===== config.mk =====
export PLATFORM = sky130hd
export DESIGN_NAME = mux_sel_sequencer
export DESIGN_NICKNAME = d
export VERILOG_FILES = /design/src/rtl/mux_sel_seq_pkg.sv /design/src/rtl/mux_sel_sequencer_dwell_counter.sv /design/src/rtl/mux_sel_sequencer.sv
export SDC_FILE = /design/constraint.sdc
export NUM_CORES = 1
export LEC_CHECK = 0
export CAP_MARGIN = 5
export CORE_MARGIN = 4
export CORE_UTILIZATION = 25
export DETAILED_ROUTE_END_ITERATION = 8
export DONT_BUFFER_PORTS = 1
export PLACE_DENSITY_LB_ADDON = 0.08
export SLEW_MARGIN = 40
export SYNTH_ARGS = -nofsm -noshare
export SYNTH_HDL_FRONTEND = slang
export SYNTH_SLANG_ARGS = --single-unit

===== constraint.sdc =====
create_clock -name clk -period 5.2 [get_ports clk]
set_input_delay 1.04 -clock clk [delete_from_list [all_inputs] [get_ports clk]]
set_output_delay 1.04 -clock clk [all_outputs]
set_load 0.01 [all_outputs]

===== src/rtl/mux_sel_seq_pkg.sv =====
// rtl/mux_sel_seq_pkg.sv - shared types and defaults for the mux select sequencer
package mux_sel_seq_pkg;

    localparam int DWELL_W_DEFAULT = 8;

    typedef enum logic [1:0] {
        IDLE = 2'd0,
        CH0  = 2'd1,
        CH1  = 2'd2
    } state_e;

endpackage


===== src/rtl/mux_sel_sequencer_dwell_counter.sv =====
// rtl/mux_sel_sequencer_dwell_counter.sv - dwell down-counter with 0->1 dwell mapping
module dwell_counter
    import mux_sel_seq_pkg::*;
#(
    parameter int W = DWELL_W_DEFAULT
) (
    input  logic         clk,
    input  logic         rst,
    input  logic         clr,
    input  logic         load,
    input  logic [W-1:0] load_val,
    input  logic         dec,
    output logic         last
);

    localparam logic [W-1:0] ONE = W'(1);

    logic [W-1:0] cnt_q;

    // A zero dwell behaves as a one-cycle dwell, so it loads the same terminal count.
    always_ff @(posedge clk) begin
        if (rst || clr) begin
            cnt_q <= '0;
        end else if (load) begin
            cnt_q <= (load_val == '0) ? '0 : load_val - ONE;
        end else if (dec && (cnt_q != '0)) begin
            cnt_q <= cnt_q - ONE;
        end
    end

    assign last = (cnt_q == '0);

endmodule


===== src/rtl/mux_sel_sequencer.sv =====
// rtl/mux_sel_sequencer.sv - time-division select sequencer with one-deep sample holding register
// Optional drop-and-flag overrun behaviour: MUX_SEL_SEQ_OVERRUN_EN
module mux_sel_sequencer
    import mux_sel_seq_pkg::*;
#(
    parameter int DWELL_W = DWELL_W_DEFAULT
) (
    input  logic               clk,
    input  logic               rst,
    input  logic               en,
    input  logic [DWELL_W-1:0] dwell0,
    input  logic [DWELL_W-1:0] dwell1,
    output logic               sel,
    input  logic               y_in,
    output logic               sample_valid,
    output logic               sample_data,
    output logic               sample_ch,
    input  logic               sample_ready,
    input  logic               ovr_clr,
    output logic               overrun
);

`ifdef MUX_SEL_SEQ_OVERRUN_EN
    localparam bit DROP_ON_FULL = 1'b1;
`else
    localparam bit DROP_ON_FULL = 1'b0;
`endif

    state_e             state_q, state_d;
    logic               sel_q, sel_d;
    logic               valid_q, data_q, ch_q;
    logic               cnt_clr, cnt_load, cnt_dec, cnt_last;
    logic [DWELL_W-1:0] cnt_val;
    logic               cap, hold_full, store;

    dwell_counter #(.W(DWELL_W)) u_cnt (
        .clk      (clk),
        .rst      (rst),
        .clr      (cnt_clr),
        .load     (cnt_load),
        .load_val (cnt_val),
        .dec      (cnt_dec),
        .last     (cnt_last)
    );

    assign cap       = (state_q != IDLE) && en && cnt_last;
    assign hold_full = valid_q && !sample_ready;
    assign store     = cap && !(hold_full && DROP_ON_FULL);

    always_comb begin
        state_d  = state_q;
        cnt_clr  = 1'b0;
        cnt_load = 1'b0;
        cnt_dec  = 1'b0;
        cnt_val  = dwell0;
        case (state_q)
            IDLE: if (en) begin
                state_d  = CH0;
                cnt_load = 1'b1;
            end
            CH0, CH1: begin
                if (!en) begin
                    state_d = IDLE;
                    cnt_clr = 1'b1;
                end else if (cnt_last) begin
                    state_d  = (state_q == CH0) ? CH1 : CH0;
                    cnt_load = 1'b1;
                    cnt_val  = (state_q == CH0) ? dwell1 : dwell0;
                end else begin
                    cnt_dec = 1'b1;
                end
            end
            default: begin
                state_d = IDLE;
                cnt_clr = 1'b1;
            end
        endcase
        sel_d = (state_d == CH1);
    end

    always_ff @(posedge clk) begin
        if (rst) begin
            state_q <= IDLE;
            sel_q   <= 1'b0;
            valid_q <= 1'b0;
            data_q  <= 1'b0;
            ch_q    <= 1'b0;
        end else begin
            state_q <= state_d;
            sel_q   <= sel_d;
            if (store) begin
                data_q  <= y_in;
                ch_q    <= (state_q == CH1);
                valid_q <= 1'b1;
            end else if (valid_q && sample_ready) begin
                valid_q <= 1'b0;
            end
        end
    end

`ifdef MUX_SEL_SEQ_OVERRUN_EN
    logic overrun_q;

    // A drop on the same edge as a clear keeps the flag set.
    always_ff @(posedge clk) begin
        if (rst) begin
            overrun_q <= 1'b0;
        end else if (cap && hold_full) begin
            overrun_q <= 1'b1;
        end else if (ovr_clr) begin
            overrun_q <= 1'b0;
        end
    end

    assign overrun = overrun_q;
`else
    logic unused_ovr_clr;
    assign unused_ovr_clr = ovr_clr;
    assign overrun        = 1'b0;
`endif

    assign sel          = sel_q;
    assign sample_valid = valid_q;
    assign sample_data  = data_q;
    assign sample_ch    = ch_q;

endmodule


==> results.json, run 1 <==
{
  "run_status": "completed",
  "busiest_layer": "met2",
  "insertedDiodeCount": 0,
  "synthesized_net_count": 179,
  "die_h_um": 77.9,
  "layout.cell_area.non_filler_um2": 1320,
  "grt.overflow.total": 0,
  "via_count_normalized_by_instance_count": 4.89,
  "finalHoldViolCount": 0,
  "timing.hold.worst_path_depth": 2,
  "worst_hold_class": "reg -> reg",
  "peakVddDrop_mv": 0.0843,
  "synthCells": 150,
  "antenna_found_initial": 0,
  "io_buffer_count": 0,
  "power-per-cell-area_nw_per_um2": 263,
  "grt_pass1_wl_mm": 5.15,
  "gr-usage-met2_pct": 16.8,
  "clk_transition_reported_paths_ns": 0.06,
  "synth_top_area_cell": "dfxtp_1",
  "initial_core_util_pct": 25.8,
  "io-pin-count": 27,
  "worstSkewPairLatency_ns": 0.25,
  "ant_nets": 0,
  "setup_repair_after_global_routing_missed_its_margin": "false",
  "synth-warning-count": 0,
  "setup.worst_path.end_class": "flip-flop",
  "dr.first_iter.drc_count": 51,
  "rr_worst_depth": 12,
  "ctsLongestPathBuffers": 2,
  "detailroute.via_count": 1052,
  "cts.htree.levels": 1,
  "r2r-end": "u_cnt.cnt_q[5]$_SDFFE_PP0P_",
  "regToRegSetupSlack_ns": 2.00,
  "hold-worst-slack_ns": 0.504,
  "final_min_period_over_clock_period_pct": 61.5,
  "hold_start": "u_cnt.cnt_q[7]$_SDFFE_PP0P_",
  "routed_wl_mm": 2.92,
  "worst_min_delay_path_endpoint": "u_cnt.cnt_q[7]$_SDFFE_PP0P_",
  "detailed_place_hpwl_mm": 2.40,
  "post_synth_instance_area_um2": 1220,
  "row_count": 25,
  "tritoncts.num_buffers": 3,
  "worst_slew_pin_slew_ns": 0.652,
  "worstPathRequired_ns": 5.30,
  "die_area_um2": 6060,
  "postSynth.topFlopCell": "dfxtp_1",
  "final_net_count": 179,
  "area_share_of_the_leading_cell_type_in_the_synthesized_netlist_pct": 23.0,
  "timing.critical_path.from_type": "flip-flop",
  "die-width_um": 77.9,
  "gr_met1_demand_resource_pct": 13.1,
  "final.min_clock_period_ns": 3.20,
  "max-slew-margin-rel_pct": 56.5,
  "place_congestion": 0.782,
  "drv_slew": 0,
  "cp_max_fo": 14,
  "drt_first_pass_iters": 4,
  "grt_max_degree": 16,
  "ctsHoldBuffers": 0,
  "synth_edf_count": 0,
  "fin_skew_ns": 0.000454,
  "cts_tree": "built",
  "postCtsSetupRepairBufs": 0,
  "synth.distinct_cells": 51,
  "wire_per_inst_um": 13.6,
  "ys_seq_area_share_pct": 23.0,
  "r2r_start": "state_q[0]$_SDFF_PP0_",
  "worst-setup-path-type": "reg -> reg",
  "grt_use_met3_pct": 2.78,
  "cp_data_arrival_time_ns": 3.30,
  "clk_root_buffer_cell": "clkbuf_8",
  "fmax_mhz": 313,
  "grtUsageTotal_pct": 10.5,
  "coreArea_um2": 4720,
  "detail_route.drc_violations": 0,
  "drv.max_cap_violation_count": 0,
  "vias_in_the_first_global_route": 1110,
  "post_route_cells_drive_above_1_share_pct": 7.43,
  "setup_tns_ns": 0,
  "synth.area.top_cells": "dfxtp_1, ha_1, mux2i_1",
  "placedInstanceArea_um2": 1280,
  "leakagePower_nw": 0.500,
  "ys_ff_latch": 14,
  "clock_sinks": 14,
  "cts_repair_resize_count": 0,
  "post-route-util_pct": 27.9,
  "area_growth_pct": 8.21,
  "asyncSetResetFlopFracSynth_pct": 0,
  "synth.avg_cell_area_um2": 8.13,
  "setup-violations-final": 0
}
-- synthesized netlist by cell type, types with 2 or more instances --
library cell / number
a211oi_1: 3
a21o_1: 2
a21oi_1: 3
and2_1: 2
buf_2: 2
buf_4: 2
dfxtp_1: 14
ha_1: 7
inv_1: 6
mux2i_1: 7
nand2_1: 14
nand2b_1: 4
nand3_1: 5
nor2_1: 15
nor2b_1: 5
nor3_1: 6
nor3b_1: 3
nor4_1: 2
o21ai_0: 4
o22ai_1: 2
or4_1: 2
xnor2_1: 8
xor2_1: 4
-- state kept, by name (all words and copies together) (netlist names) --
signal / flops
sample_ch: 1
sample_data: 1
sample_valid: 1
sel: 1
state_q: 2
u_cnt.cnt_q: 8
-- power by group --
part	switching (mW)	internal (mW)	leakage [nW]
Clock	0.0399	0.0514	0.0216
Sequential	0.0124	0.117	0.114
Combinational	0.0716	0.0541	0.364
-- placed cells by master (no fill, tap or decap), types with 2 or more instances in the layout --
cell and instances:
a211oi_1 3, a21o_1 2, a21oi_1 2, and2_1 2, clkbuf_8 3, dfxtp_1 14
ha_1 7, inv_1 6, mux2i_1 7, nand2_1 14, nand2b_1 4, nand3_1 5
nor2_1 15, nor2b_1 5, nor3_1 6, nor3b_1 3, nor4_1 2, o21ai_0 4
o22ai_1 2, or4_1 2, xnor2_1 8, xor2_1 4
-- worst max path at each step --
stage                          startpoint                          end  slack (ns)  cells after the start
floorplan                              en  u_cnt.cnt_q[4]$_SDFFE_PP0P_        2.27                     11
global placement                       en  u_cnt.cnt_q[5]$_SDFFE_PP0P_        1.90                     10
detailed placement                     en  u_cnt.cnt_q[5]$_SDFFE_PP0P_        1.88                     10
CTS                 state_q[0]$_SDFF_PP0_  u_cnt.cnt_q[5]$_SDFFE_PP0P_        1.96                     12
global route        state_q[0]$_SDFF_PP0_  u_cnt.cnt_q[5]$_SDFFE_PP0P_        1.66                     12
finish              state_q[0]$_SDFF_PP0_  u_cnt.cnt_q[5]$_SDFFE_PP0P_        2.00                     12
-- routing by layer --
| layer | vias up | share of wire (%) |
|---|---|---|
| li1 | 538 | - |
| met4 | 0 | 2.2 |
| met5 | - | 0 |
| met3 | 5 | 5.7 |
| met2 | 25 | 45 |
| met1 | 484 | 47 |
-- stage by stage --
step                power [mW]  std cells  setup slack [ns]
global placement         0.258        212              1.90
finish                   0.347        215              2.00
detailed placement       0.258        212              1.88
global route             0.375        215              1.66
CTS                      0.352        215              1.96
floorplan                0.238        150              2.27
-- layout make-up --
| class | instances | area, um2 |
|---|---|---|
| clock buffers | 3 | 41.3 |
| fillers | 527 | 3400 |
| inverters | 6 | 22.5 |
| multi-input cells | 125 | 892 |
| flip-flops and latches | 14 | 280 |
| well taps | 67 | 83.8 |
-- cell families after synthesis --
group	share of synthesized area [%]
buffers and inverters	4.20
AND/OR/NAND/NOR	29.5
multiplexers	6.87
XOR/XNOR	8.62
AO/OA/AOI/OAI	20.3
adder cells (fa/ha/maj)	7.18
flip-flops	23.0
other	0.307
-- critical path, stage by stage (launching register included) --
cell and delay [ns]:
dfxtp_1 0.39, inv_1 0.09, ha_1 0.42, and3_1 0.24, nand3_2 0.31, mux2i_1 0.34, ha_1 0.25, nand2b_1 0.14
nor3_1 0.31, mux2i_2 0.16, nand2_2 0.13, a2bb2oi_1 0.16, a211oi_1 0.08
No activity file was read; power rests on OpenSTA's default activity.
==> inputs of run 2 (changes only) <==
clock period = 2.8 ns   (was 5.2 ns; I/O delays follow)
==> run 2 against run 1 <==
Clock skew up 0.0014 ns. Clock-buffer cell count did not move. Combinational power increased by 110%. Maximum frequency grew 23%. Global-route usage is 0.41 points higher. Die area unchanged. Final area rose by 8.1%. Via count rose by 3.5%. Highest routed layer unchanged.
==> results.json, run 2 (synthesized netlist as in run 1, its figures left out) <==
{
  "row_count": 25,
  "ant_nets": 0,
  "place_congestion": 0.759,
  "top_register": "u_cnt.cnt_q",
  "area_growth_pct": 16.9,
  "seq_area_um2": 280,
  "max-slew-margin-rel_pct": 51.6,
  "via_count_normalized_by_instance_count": 4.86,
  "finalHoldViolCount": 0,
  "ctsLongestPathBuffers": 2,
  "routed_wl_mm": 3.07,
  "hold-worst-slack_ns": 0.378,
  "cp_max_fo": 4,
  "power-per-cell-area_nw_per_um2": 471,
  "setup_tns_ns": 0,
  "wire_per_inst_um": 13.7,
  "setup.worst_path.end_class": "flip-flop",
  "post_route_cells_drive_above_1_share_pct": 17.2,
  "cts.htree.levels": 1,
  "worst-setup-path-type": "reg -> reg",
  "setup_repair_after_global_routing_missed_its_margin": "false",
  "worst_hold_class": "in -> reg",
  "die_area_um2": 6060,
  "final_min_period_over_clock_period_pct": 92.8,
  "dpl.cell_count": 220,
  "final.min_clock_period_ns": 2.60,
  "detailed_place_hpwl_mm": 2.53,
  "timing.critical_path.from_type": "flip-flop",
  "insertedDiodeCount": 0,
  "peakVddDrop_mv": 0.129,
  "multiInputGateArea_um2": 931,
  "fin_skew_ns": 0.00183,
  "worstSkewPairLatency_ns": 0.24,
  "leakagePower_nw": 0.539,
  "drv.max_cap_violation_count": 0,
  "most-common-layout-cells": "nand2_1, nor2_1, dfxtp_1",
  "layout.cells.non_filler": 224,
  "grt.overflow.total": 0,
  "dr.first_iter.drc_count": 66,
  "die_h_um": 77.9,
  "grt_pass1_wl_mm": 5.42,
  "regToRegSetupSlack_ns": 0.20,
  "detailroute.via_count": 1089,
  "clk_root_buffer_cell": "clkbuf_8",
  "placedInstanceArea_um2": 1340,
  "drt_first_pass_iters": 4,
  "clock_sinks": 14,
  "antenna_found_initial": 0,
  "die-width_um": 77.9,
  "num-fill-cells": 512,
  "grt_max_degree": 12,
  "tritoncts.num_buffers": 3,
  "setup-violations-final": 0,
  "drv_slew": 0,
  "vias_in_the_first_global_route": 1180,
  "post-route-util_pct": 30.2,
  "fmax_mhz": 385,
  "biggest_registers_after_layout": "u_cnt.cnt_q x8, state_q x2",
  "layout.cell_area.non_filler_um2": 1430,
  "post-layout-total-power_uw": 672,
  "detail_route.drc_violations": 0,
  "final_net_count": 188,
  "cts_tree": "built",
  "io-pin-count": 27,
  "worstPathRequired_ns": 2.96,
  "grtUsageTotal_pct": 10.9,
  "initial_core_util_pct": 25.8,
  "clk_transition_reported_paths_ns": 0.06,
  "largest_reg_flops": 8,
  "io_buffer_count": 0,
  "cp_data_arrival_time_ns": 2.76,
  "worst_slew_pin_slew_ns": 0.726,
  "coreArea_um2": 4720,
  "run_status": "completed",
  "timing.final.ws_setup_ns": 0.200,
  "placement.setup.worst_slack_ns": -0.0693
}
run 2: path summary, 6_finish.rpt:
check	start	to	cells after the start
worst max-delay path	state_q[1]$_SDFF_PP0_	u_cnt.cnt_q[4]$_SDFFE_PP0P_	12
worst min-delay path	rst	sample_ch$_SDFFE_PP0P_	1
worst max register to register	state_q[1]$_SDFF_PP0_	u_cnt.cnt_q[4]$_SDFFE_PP0P_	12
worst min register to register	u_cnt.cnt_q[7]$_SDFFE_PP0P_	u_cnt.cnt_q[7]$_SDFFE_PP0P_	2
run 2: power by group:
part	switching [mW]	leakage, nW	internal (mW)	total (mW)
clock network	0.0750	0.0216	0.0952	0.170
logic	0.143	0.403	0.120	0.263
registers	0.0213	0.114	0.217	0.239
total	0.240	0.539	0.433	0.672
run 2: what timing repair did:
item / in CTS / in global routing
setup endpoints to repair: 3 / 8
hold buffers: 0 / 0
hold endpoints to repair: 0 / 0
setup buffers: 0 / 1
gates resized for setup: 1 / 8
run 2: area by class of cell:
| class | instances | area share [%] |
|---|---|---|
| repair buffers | 9 | 4.74 |
| well taps | 67 | 5.88 |
| multi-input cells | 125 | 65.3 |
| clock buffers | 3 | 2.89 |
| flip-flops and latches | 14 | 19.6 |
| inverters | 6 | 1.58 |
run 2: per-layer routing:
metal | up-vias | global-route usage (%) | part of all wire, %
met5 | - | 0 | 0
met4 | 0 | 3.20 | 1.0
met3 | 2 | 2.44 | 5.2
met2 | 27 | 18.8 | 46
met1 | 501 | 13.5 | 48
li1 | 559 | - | -
run 2: critical path: stages (launching register included):
cell	delay (ns)
dfxtp_1	0.37
inv_1	0.08
ha_1	0.30
and3_4	0.20
nand3_4	0.11
mux2i_2	0.19
ha_2	0.19
nand2b_1	0.17
nor3_2	0.09
mux2i_2	0.22
nand2_2	0.12
a211o_1	0.25
a311oi_2	0.22
==> inputs of run 3 (changes only) <==
ABC_AREA = 1   (was not set)
CAP_MARGIN = 20   (was 5)
CORE_UTILIZATION = 50   (was 25)
==> run 3 against run 2 <==
Non-clock buffer count shrank 8. Die area shrank 43%. Synthesized cell count grew 35%. Total power grew 12%. First-iteration DRC count shrank 45%. Final area shrank 6.5%. Global-route usage grew 6.0 points. Sequential power grew 6%. Critical path depth grew 2. Register-to-register slack gained 0.09 ns. Core utilization grew 24 points. Clock skew is essentially flat. Critical path type unchanged. Largest cell class unchanged.
==> results.json, run 3 <==
{
  "run_status": "completed",
  "die-width_um": 58.8,
  "post-route-util_pct": 53.8,
  "io-pin-count": 27,
  "grt_use_met3_pct": 5.04,
  "cpLargestDelayFamily": "simple AND/OR/NAND/NOR gates",
  "final_net_count": 232,
  "setup_repair_after_global_routing_missed_its_margin": "false",
  "area_growth_pct": 3.19,
  "grt_pass1_wl_mm": 4.68,
  "synth-warning-count": 0,
  "grt.overflow.total": 0,
  "cts.htree.levels": 1,
  "rr_worst_depth": 14,
  "detailroute.via_count": 1208,
  "synth.area.top_cells": "dfxtp_1, nand2_1, inv_1",
  "worstPathRequired_ns": 2.98,
  "worstPathBufferInverterCount": 3,
  "setup-violations-final": 0,
  "busiest_layer": "met2",
  "worst-setup-path-type": "reg -> reg",
  "timing.hold.worst_path_depth": 1,
  "ctsHoldBuffers": 0,
  "clk_transition_reported_paths_ns": 0.09,
  "leakagePower_nw": 0.670,
  "ys_ff_latch": 14,
  "final.min_clock_period_ns": 2.51,
  "die_area_um2": 3460,
  "peakVddDrop_mv": 0.555,
  "finalHoldViolCount": 0,
  "dr.first_iter.drc_count": 36,
  "synthesized_net_count": 231,
  "tritoncts.num_buffers": 3,
  "initial_core_util_pct": 52.2,
  "worstSkewPairLatency_ns": 0.28,
  "largest_reg_flops": 8,
  "power-per-cell-area_nw_per_um2": 562,
  "synthCells": 202,
  "gr_met1_demand_resource_pct": 20.0,
  "postCtsSetupRepairBufs": 0,
  "worst_hold_class": "in -> reg",
  "synth.avg_cell_area_um2": 6.40,
  "layout.cell_area.non_filler_um2": 1330,
  "post_route_cells_drive_above_1_share_pct": 15.8,
  "biggest_registers_after_layout": "u_cnt.cnt_q x8, state_q x2",
  "timing.critical_path.depth": 14,
  "top_register": "u_cnt.cnt_q",
  "drt_first_pass_iters": 4,
  "antenna_found_initial": 0,
  "gr-usage-met2_pct": 30.9,
  "postSynth.topFlopCell": "dfxtp_1",
  "detailed_place_hpwl_mm": 2.23,
  "setup.worst_path.end_class": "flip-flop",
  "detail_route.drc_violations": 0,
  "cts_repair_resize_count": 0,
  "ctsLongestPathBuffers": 2,
  "vias_in_the_first_global_route": 1172,
  "yosys-top-cells-count": "nand2_1, inv_1, nor2_1",
  "cells_along_the_critical_path": "inv_1, ha_1, nand2_1, inv_1, nand4_1, nand2_2, ha_1, inv_1, nor2_1, nand2_1, nor2_4, nor2_8, o21ai_2, a21oi_1",
  "via_count_normalized_by_instance_count": 5.21,
  "cp_data_arrival_time_ns": 2.69,
  "synth_edf_count": 0,
  "die_h_um": 58.8,
  "synth_top_area_cell": "dfxtp_1",
  "timing.critical_path.from_type": "flip-flop",
  "insertedDiodeCount": 0,
  "post_synth_instance_area_um2": 1290,
  "setup_tns_ns": 0,
  "cp_slowest_cell": "dfxtp_1",
  "cts_tree": "built",
  "area_share_of_the_leading_cell_type_in_the_synthesized_netlist_pct": 21.7,
  "final_min_period_over_clock_period_pct": 89.8,
  "ys_seq_area_share_pct": 21.7,
  "most-common-layout-cells": "nand2_1, inv_1, nor2_1",
  "routed_wl_mm": 2.70,
  "asyncSetResetFlopFracSynth_pct": 0,
  "fmax_mhz": 398,
  "cp_max_fo": 13,
  "critical-path-top-cell-by-count": "inv_1",
  "synth.distinct_cells": 27,
  "final_common_cell": "nand2_1",
  "num-fill-cells": 264,
  "grt_max_degree": 15,
  "fin_skew_ns": 0.00221,
  "place_congestion": 0.796,
  "placement.setup.worst_slack_ns": 0.289,
  "timing.final.ws_setup_ns": 0.287,
  "io_buffer_count": 0,
  "placedInstanceArea_um2": 1300,
  "row_count": 18,
  "drv.max_cap_violation_count": 0,
  "synth.most_common_cell": "nand2_1",
  "wire_per_inst_um": 11.6,
  "drv_slew": 0,
  "ant_nets": 0,
  "grtUsageTotal_pct": 16.9,
  "critical_path.max_stage_delay_ns": 0.41,
  "coreArea_um2": 2480,
  "clock_sinks": 14,
  "clk_root_buffer_cell": "clkbuf_4"
}
==> run 3: kinds of logic (layout without fill, tap and decap cells) <==
group | count (synthesis) | in the layout | share of synthesized area (%)
xor gates and xnor gates | 3 | 3 | 2.03
other | 1 | 1 | 0.290
DFF | 14 | 14 | 21.7
buffers and inverters | 43 | 43 | 14.1
adders and majority gates | 7 | 7 | 6.78
and+or+nand+nor | 96 | 96 | 38.2
AOI/OAI and AO/OA | 38 | 38 | 16.8
==> run 3: stage by stage <==
step | hold slack, ns | power, mW | instances
2_1_floorplan | 0.481 | 0.562 | 202
4_1_cts | 0.333 | 0.754 | 232
5_1_grt | 0.325 | 0.819 | 232
3_3_place_gp | 0.501 | 0.595 | 228
6_report | 0.332 | 0.750 | 232
3_5_place_dp | 0.503 | 0.608 | 228
==> run 3: report_power, final <==
part,total [mW],leakage [nW],switching [mW],internal [mW]
Sequential,0.253,0.114,0.0263,0.226
Combinational,0.350,0.535,0.233,0.117
Clock,0.148,0.0210,0.0684,0.0792
==> run 3: worst paths after layout <==
kind,to,from,slack [ns]
hold / removal,sample_valid$_SDFFE_PP0P_,rst,0.33
setup / recovery,u_cnt.cnt_q[4]$_SDFFE_PP0P_,state_q[0]$_SDFF_PP0_,0.29
hold reg to reg,sample_valid$_SDFFE_PP0P_,sample_valid$_SDFFE_PP0P_,0.51
setup reg to reg,u_cnt.cnt_q[4]$_SDFFE_PP0P_,state_q[0]$_SDFF_PP0_,0.29
==> run 3: metal layers <==
| metal | wire, um | part of all wire, % |
|---|---|---|
| met3 | 108 | 4.0 |
| met5 | 0 | 0 |
| met1 | 1180 | 44 |
| met2 | 1380 | 51 |
| met4 | 33 | 1.2 |
==> run 3: final cells by class <==
type | count | area, um2 | area share, %
multi-input cells | 145 | 830 | 62.2
flip-flops and latches | 14 | 280 | 21.0
inverters | 38 | 143 | 10.7
well taps | 30 | 37.5 | 2.81
clock buffers | 4 | 36.3 | 2.72
repair buffers | 1 | 7.51 | 0.563
